`config.mk`:
```
export PLATFORM = sky130hd
export DESIGN_NAME = metrics_sequencer
export DESIGN_NICKNAME = d
export VERILOG_FILES = /design/src/rtl/metrics_sequencer.sv
export SDC_FILE = /design/constraint.sdc
export NUM_CORES = 1
export LEC_CHECK = 0
export ABC_AREA = 1
export BUFFER_PORTS_ARGS = -buffer_cell sky130_fd_sc_hd__buf_4
export CORE_MARGIN = 1
export CORE_UTILIZATION = 35
export CTS_CLUSTER_SIZE = 14
export DETAILED_ROUTE_END_ITERATION = 7
export PLACE_DENSITY = 0.62
export SYNTH_ARGS = -nofsm -noshare
export SYNTH_HDL_FRONTEND = slang
export SYNTH_SLANG_ARGS = --single-unit
```
`constraint.sdc`:
```
create_clock -name clk -period 3.2 [get_ports clk]
set_input_delay 0.64 -clock clk [delete_from_list [all_inputs] [get_ports clk]]
set_output_delay 0.64 -clock clk [all_outputs]
set_load 0.03 [all_outputs]
```
`src/rtl/metrics_sequencer.sv`:
```
// metrics_sequencer
// Sequences one signal-metrics measurement frame: gates the free-running ADC
// stream into a single frame, triggers the FFT, waits for its last magnitude
// bin, lets the THD scan settle and then issues one result strobe.
// Runs single-shot or continuous, with abort and an FFT watchdog.
//
// Ports:
//   clk, rst                 clock, synchronous active-high reset
//   start_i                  one-cycle request, honoured only in IDLE
//   continuous_i             1: a finished frame re-arms instead of idling
//   abort_i                  forces IDLE from any state, suppresses strobes
//   adc_data_i, adc_valid_i  raw ADC stream
//   magnitude_valid_i/last_i FFT magnitude stream (monitored only)
//   frame_start_o            first sample of a frame (registered)
//   sample_data_o            registered copy of the accepted ADC sample
//   sample_valid_o           frame sample strobe (registered)
//   fft_start_o              one-cycle FFT trigger
//   busy_o                   high whenever the sequencer is not IDLE
//   result_valid_o           one-cycle strobe, metrics outputs are stable
//   timeout_err_o            sticky FFT timeout flag, cleared by start or rst
//   frame_count_o            completed frames, wraps at 16 bits
//
// SETTLE_CYCLES must be at least 2: the DONE cycle counts as the last settle
// cycle so that result_valid lands SETTLE_CYCLES+1 cycles after the cycle that
// sampled magnitude_last, while abort in DONE can still suppress the result.
module metrics_sequencer #(
    parameter int DATA_WIDTH     = 12,
    parameter int SAMPLE_COUNT   = 1024,
    parameter int SETTLE_CYCLES  = 520,
    parameter int TIMEOUT_CYCLES = 65536
) (
    input  logic                  clk,
    input  logic                  rst,
    input  logic                  start_i,
    input  logic                  continuous_i,
    input  logic                  abort_i,
    input  logic [DATA_WIDTH-1:0] adc_data_i,
    input  logic                  adc_valid_i,
    input  logic                  magnitude_valid_i,
    input  logic                  magnitude_last_i,
    output logic                  frame_start_o,
    output logic [DATA_WIDTH-1:0] sample_data_o,
    output logic                  sample_valid_o,
    output logic                  fft_start_o,
    output logic                  busy_o,
    output logic                  result_valid_o,
    output logic                  timeout_err_o,
    output logic [15:0]           frame_count_o
);

    typedef enum logic [2:0] {
        IDLE     = 3'd0,
        ARM      = 3'd1,
        CAPTURE  = 3'd2,
        FFT_WAIT = 3'd3,
        SETTLE   = 3'd4,
        DONE     = 3'd5
    } state_t;

    localparam logic [31:0] SAMPLE_LAST  = 32'(SAMPLE_COUNT - 1);
    localparam logic [31:0] TIMEOUT_LAST = 32'(TIMEOUT_CYCLES - 1);
    // SETTLE holds SETTLE_CYCLES-1 cycles; DONE supplies the final one.
    localparam logic [15:0] SETTLE_LAST  = 16'(SETTLE_CYCLES - 2);

    state_t                  state_q;
    logic                    frame_start_q;
    logic [DATA_WIDTH-1:0]   sample_data_q;
    logic                    sample_valid_q;
    logic                    fft_start_q;
    logic                    fft_pending_q;
    logic                    busy_q;
    logic                    result_valid_q;
    logic                    timeout_err_q;
    logic [15:0]             frame_count_q;
    logic [31:0]             sample_cnt_q;
    logic [15:0]             settle_cnt_q;
    logic [31:0]             timeout_cnt_q;

    // Frame sequencing FSM with all outputs registered alongside the state.
    always_ff @(posedge clk) begin
        if (rst) begin
            state_q        <= IDLE;
            frame_start_q  <= 1'b0;
            sample_data_q  <= '0;
            sample_valid_q <= 1'b0;
            fft_start_q    <= 1'b0;
            fft_pending_q  <= 1'b0;
            busy_q         <= 1'b0;
            result_valid_q <= 1'b0;
            timeout_err_q  <= 1'b0;
            frame_count_q  <= 16'd0;
            sample_cnt_q   <= 32'd0;
            settle_cnt_q   <= 16'd0;
            timeout_cnt_q  <= 32'd0;
        end else begin
            // Strobes default low; each state raises only what it owns.
            frame_start_q  <= 1'b0;
            sample_valid_q <= 1'b0;
            fft_start_q    <= 1'b0;
            result_valid_q <= 1'b0;
            if (abort_i) begin
                state_q       <= IDLE;
                busy_q        <= 1'b0;
                fft_pending_q <= 1'b0;
            end else begin
                case (state_q)
                    IDLE: begin
                        if (start_i) begin
                            state_q       <= ARM;
                            busy_q        <= 1'b1;
                            timeout_err_q <= 1'b0;
                        end
                    end
                    ARM: begin
                        if (adc_valid_i) begin
                            frame_start_q <= 1'b1;
                            sample_data_q <= adc_data_i;
                            sample_cnt_q  <= 32'd0;
                            state_q       <= CAPTURE;
                        end
                    end
                    CAPTURE: begin
                        if (adc_valid_i) begin
                            sample_valid_q <= 1'b1;
                            sample_data_q  <= adc_data_i;
                            if (sample_cnt_q == SAMPLE_LAST) begin
                                state_q       <= FFT_WAIT;
                                fft_pending_q <= 1'b1;
                                timeout_cnt_q <= 32'd0;
                            end else begin
                                sample_cnt_q <= sample_cnt_q + 32'd1;
                            end
                        end
                    end
                    FFT_WAIT: begin
                        // fft_start follows the last sample_valid by one cycle.
                        fft_start_q   <= fft_pending_q;
                        fft_pending_q <= 1'b0;
                        if (magnitude_valid_i && magnitude_last_i) begin
                            state_q      <= SETTLE;
                            settle_cnt_q <= 16'd0;
                        end else if (timeout_cnt_q == TIMEOUT_LAST) begin
                            timeout_err_q <= 1'b1;
                            state_q       <= IDLE;
                            busy_q        <= 1'b0;
                        end else begin
                            timeout_cnt_q <= timeout_cnt_q + 32'd1;
                        end
                    end
                    SETTLE: begin
                        if (settle_cnt_q == SETTLE_LAST) begin
                            state_q <= DONE;
                        end else begin
                            settle_cnt_q <= settle_cnt_q + 16'd1;
                        end
                    end
                    DONE: begin
                        // Result is committed on leaving DONE so abort here cancels it.
                        result_valid_q <= 1'b1;
                        frame_count_q  <= frame_count_q + 16'd1;
                        state_q        <= continuous_i ? ARM : IDLE;
                        busy_q         <= continuous_i;
                    end
                    default: begin
                        state_q <= IDLE;
                        busy_q  <= 1'b0;
                    end
                endcase
            end
        end
    end

    assign frame_start_o  = frame_start_q;
    assign sample_data_o  = sample_data_q;
    assign sample_valid_o = sample_valid_q;
    assign fft_start_o    = fft_start_q;
    assign busy_o         = busy_q;
    assign result_valid_o = result_valid_q;
    assign timeout_err_o  = timeout_err_q;
    assign frame_count_o  = frame_count_q;

endmodule

```
==> flow_summary.toml, run 1 <==
[sta]
min_period_over_period_pct = 71.5
setup_viol = 0
drv_slew = 0
tns_ns = 0
maxSlewHeadroom_pct = 58.1
tightest_slew_ns = 0.623
hold-worst-slack_ns = 0.429
fmax_mhz = 437
period_minus_slack_ns = 2.29
finalHoldViolations = 0
setup_ws_ns = 0.912
skew_ns = 0.0103
rsz0062_at_grt = "no"

[synthesis]
synthMuxAreaShare_pct = 0
ys_seq_area_share_pct = 33.5
ys_ff_latch = 118
synth_fa_ha_area_share_pct = 0.887
synth_simple_gate_area_share_pct = 45.5
ys_top_cells_by_area = "dfxtp_1, nand2_1, nor2_1"
syn_inst = 1157
syn_avg_cell_area_um2 = 6.09
syn-num-nets = 1182
syn_area_um2 = 7050
yosys_warnings = 0
synth-compound-area-share_pct = 9.09
synth_top_family_by_area = "simple AND/OR/NAND/NOR gates"
synth_top_area_share_pct = 33.5
synth-edff-count = 0
ys.flop_type = "dfxtp_1"
synth_xor_xnor_area_share_pct = 2.11
ys_types = 39
yosysTopAreaCell = "dfxtp_1"
synthArstFlopShare_pct = 0

[detailed_routing]
wirelength_um = 18600
vias = 7148
drtIter0Drc = 446
post-route-drc-count = 0
ant_nets = 0
drt-vias-per-instance = 4.81
firstDrtPassIters = 5
wl_per_cell_um = 12.5

[setup_path]
cp-end-kind = "flop"
crit_fanout = 34
cp.required_ns = 3.56
reg2reg_depth = 11
path_class = "flop to flop"
arrival_ns = 2.65
crit_path_start_kind = "flop"

[global_routing]
grt_max_degree = 38
first_global_vias = 6412
track_usage_pct = 19.1
grt_antenna_before_repair = 0
grt_overflow = 0
grt_pass1_wl_um = 31200

[power]
power.density_nw_per_um2 = 424
vdd_drop_max_mv = 0.416
total_power_mw = 3.49
p_leak_nw = 3.04

[run]
drv_cap = 0

[clock_tree]
post-cts-setup-buffers = 0
clk_path_buf_depth = 2
hold_buffers = 0
clk_latency_ns = 0.43
cts_buffers = 17
post_cts_resized = 0
clock-sinks = 118
path_clk_slew_ns = 0.06
cts_root_buf = "clkbuf_16"
cts_tree = "yes"
htreeDepth = 4

[placed_design]
gp_congestion = 0.878
hpwl_um = 13400
io_buffers = 53
place_ws_ns = 0.885

[floorplanning]
die_w_um = 144
start_util_pct = 36.0
rows = 51
die_area_um2 = 20700
core_um2 = 19600
die_h_um = 144
ios = 54

[min_path]
whs_path_depth = 3
hp-class = "input pin to flop"

[run_status]
status = "complete, no violations"

[final_layout]
drive_gt1_share_pct = 11.8
n_antenna_cell = 0
syn_to_final_growth_pct = 16.8
final_net_count = 1234
-- state kept, by name, summed over array words and instances (netlist names) --
register / flops
busy_o: 1
fft_pending_q: 1
fft_start_o: 1
frame_count_o: 16
frame_start_o: 1
result_valid_o: 1
sample_cnt_q: 32
sample_data_o: 12
sample_valid_o: 1
settle_cnt_q: 16
state_q: 3
timeout_cnt_q: 32
timeout_err_o: 1
-- kinds of logic (layout without fill, tap and decap cells) --
kind of cell    after synthesis  in the layout
compound gates              116            116
xor+xnor                     17             17
fa+ha+maj                     5              5
buf+inv                     154            219
flops                       118            118
simple gates                747            747
-- where the power goes --
| group | total [mW] | switching [mW] | internal, mW |
|---|---|---|---|
| clock | 1.78 | 0.749 | 1.03 |
| sequential | 1.50 | 0.0124 | 1.49 |
| combinational | 0.210 | 0.143 | 0.0669 |
| total | 3.49 | 0.904 | 2.59 |
-- cell usage in the layout, fill, tap and decap left out, types with 38 or more instances in the layout --
| master | n |
|---|---|
| nand3_1 | 61 |
| dfxtp_1 | 118 |
| nand4_1 | 41 |
| nor3_1 | 38 |
| o21ai_0 | 45 |
| nor2_1 | 234 |
| nand2_1 | 334 |
| inv_1 | 120 |
| a21oi_1 | 54 |
| buf_4 | 61 |
-- synthesized netlist by cell type, types with 2 or more instances --
library cell,count
inv_2,5
nor2_4,6
nor2_2,4
nand2_2,14
buf_6,4
nand2_1,334
nor3b_1,2
buf_1,3
a21oi_1,54
xor2_1,13
dfxtp_1,118
nor3_1,38
xnor2_1,4
nand2_4,3
nand3_2,4
ha_1,5
nand3_1,61
nand4_1,41
o21ai_0,45
a21oi_2,11
clkbuf_1,14
inv_1,120
buf_2,5
nor2_1,234
-- stage by stage --
step	instances	instance area (µm²)	util, %
after CTS	1487	8240	42.1
after global placement	1455	7680	39.2
after global routing	1487	8240	42.1
after floorplan	1157	7050	-
after detailed placement	1455	7680	39.2
final	1487	8240	42.1
-- worst max-delay path, stage by stage (launching register included) --
cell,delay (ns)
dfxtp_1,0.41
ha_1,0.30
inv_1,0.10
nor2_4,0.19
nand2_4,0.09
nor2_4,0.14
nand3_2,0.09
nand2_2,0.11
nand2_4,0.14
nand3_4,0.36
nand2_1,0.12
a21oi_2,0.14
-- metal layers --
metal,part of all wire (%),track usage [%]
met1,49,26.0
met2,43,29.4
met3,5.8,4.30
met4,1.8,6.94
met5,0,0
-- final timing paths --
| path | slack [ns] | from | endpoint |
|---|---|---|---|
| min | 0.43 | adc_data_i[3] | sample_data_o[3] |
| min reg2reg | 0.46 | timeout_err_o | timeout_err_o |
| max reg2reg | 0.91 | timeout_cnt_q[0] | timeout_cnt_q[19] |
| max | 0.91 | timeout_cnt_q[0] | timeout_cnt_q[19] |
-- cell type report --
class                           count  area, µm²
Clock buffer                       19        453
Clock inverter                     13        101
Fill cell                        2105      11400
Inverter                          126        473
Multi-Input combinational cell    885       4060
Sequential cell                   118       2360
Tap cell                          265        332
Timing Repair Buffer               61        458
Power figures use the tool's default switching activity.
==> run 2, diff against run 1 <==
- PLACE_DENSITY: 0.62 -> 0.64
- clock period: 3.2 -> 1.9 ns (I/O delays scaled with it)
==> flow_summary.toml, run 2 (synthesis gave the netlist of run 1 again) <==
[global_routing]
track_usage_pct = 19.7
grt_overflow = 0
grt_max_degree = 37
grt_antenna_before_repair = 0
first_global_vias = 6827
grt_pass1_wl_um = 32400

[final_layout]
fin_cells = 1536
top_regs = "sample_cnt_q (32), timeout_cnt_q (32)"
multiInputGateArea_um2 = 4130
drive_gt1_share_pct = 16.6
syn_to_final_growth_pct = 24.1
n_antenna_cell = 0
final_cell_mix = "nand2_1, nor2_1, inv_1, dfxtp_1, buf_4"
nFillCells = 2065
layout.area.seq_um2 = 2360
final_common_cell = "nand2_1"
final_net_count = 1283

[min_path]
hp-class = "input pin to flop"
min_from = "adc_data_i[11]"

[setup_path]
worstReg2RegStart = "sample_cnt_q[0]"
cp.required_ns = 2.22
crit_fanout = 9
crit_path_start_kind = "flop"
arrival_ns = 2.08
cp-end-kind = "flop"
critPathLaunch = "sample_cnt_q[0]"
path_class = "flop to flop"

[detailed_routing]
firstDrtPassIters = 5
routed.top_layer = "met4"
post-route-drc-count = 0
met1_length_um = 9590
drt-vias-per-instance = 4.85
wl_per_cell_um = 12.7
route.met3.wl_um = 875
ant_nets = 0
met2_length_um = 8590
drtIter0Drc = 457
vias = 7455
wirelength_um = 19500

[run]
drv_cap = 0

[clock_tree]
cts_tree = "yes"
cts_buffers = 17
clock-sinks = 118
path_clk_slew_ns = 0.06
clk_path_buf_depth = 2
clk_latency_ns = 0.42
cts_root_buf = "clkbuf_16"
htreeDepth = 4

[placed_design]
gp_congestion = 0.883
dp_cells = 1499
io_buffers = 53
hpwl_um = 14000

[sta]
rsz0062_at_grt = "yes"
fmax_mhz = 567
setup_viol = 0
skew_ns = 0.00917
drv_slew = 0
period_minus_slack_ns = 1.76
hold-worst-slack_ns = 0.172
maxSlewHeadroom_pct = 70.7
tns_ns = 0
min_period_over_period_pct = 92.8
tightest_slew_ns = 0.438
finalHoldViolations = 0

[power]
power.density_nw_per_um2 = 691
p_leak_nw = 3.32
total_power_mw = 6.05
vdd_drop_max_mv = 0.601

[floorplanning]
ios = 54
die_area_um2 = 20700
core_um2 = 19600
die_w_um = 144
start_util_pct = 36.0
die_h_um = 144
rows = 51

[run_status]
status = "complete, no violations"
run 2: cell types whose count changed in the layout (fill, tap and decap cells not counted), sizes merged:
cell,change
clkinv,-3
clkbuf,-1
inv,+4
buf,+48
bufinv,+1
run 2: final cells by class:
cell class	count	share of cell area, %
multi-input combinational	885	47.1
sequential	118	27.0
timing repair buffer	110	10.1
inverter	126	5.46
clock buffer	17	4.86
tap	265	3.79
clock inverter	15	1.67
run 2: critical path: stages (launching register included):
cell	delay, ns
dfxtp_1	0.33
ha_1	0.17
inv_1	0.07
nor2_2	0.12
nand2_2	0.10
nor2_4	0.14
nand3_2	0.11
nand2_4	0.12
nand3_4	0.13
clkbuf_16	0.20
nor2_1	0.11
nor2_1	0.05
run 2: final timing paths:
path                  endpoint  slack, ns  depth (start not counted)
min reg2reg      timeout_err_o       0.46                          2
max          timeout_cnt_q[24]       0.14                         11
max reg2reg  timeout_cnt_q[24]       0.14                         11
min          sample_data_o[11]       0.17                          3
run 2: per-stage QoR:
step           instance area, µm²  setup slack, ns  util [%]
4_1_cts                      8630           0.0150      44.0
5_1_grt                      8750          -0.0144      44.7
3_5_place_dp                 8030          -0.0119      41.0
2_1_floorplan                7050           0.0807         -
3_3_place_gp                 8030           0.0476      41.0
6_report                     8750            0.137      44.7
run 2: power breakdown:
| part | switching, mW | leakage (nW) | internal, mW |
|---|---|---|---|
| Combinational | 0.255 | 2.10 | 0.136 |
| Sequential | 0.0199 | 0.953 | 2.50 |
| Clock | 1.31 | 0.269 | 1.83 |
| Total | 1.59 | 3.32 | 4.47 |
run 2: repair_timing:
item / in CTS / in global routing
hold buffers: 0 / 0
gates resized for setup: 0 / 28
buffers inserted: 2 / 1
cloned: 0 / 2
endpoints found under the setup margin: 13 / 73
pin swaps: 1 / 4
run 2: per-layer routing:
metal	GRT usage [%]	vias up
met5	0	-
met1	26.6	3353
li1	-	3892
met4	7.56	0
met3	4.03	36
met2	30.8	174
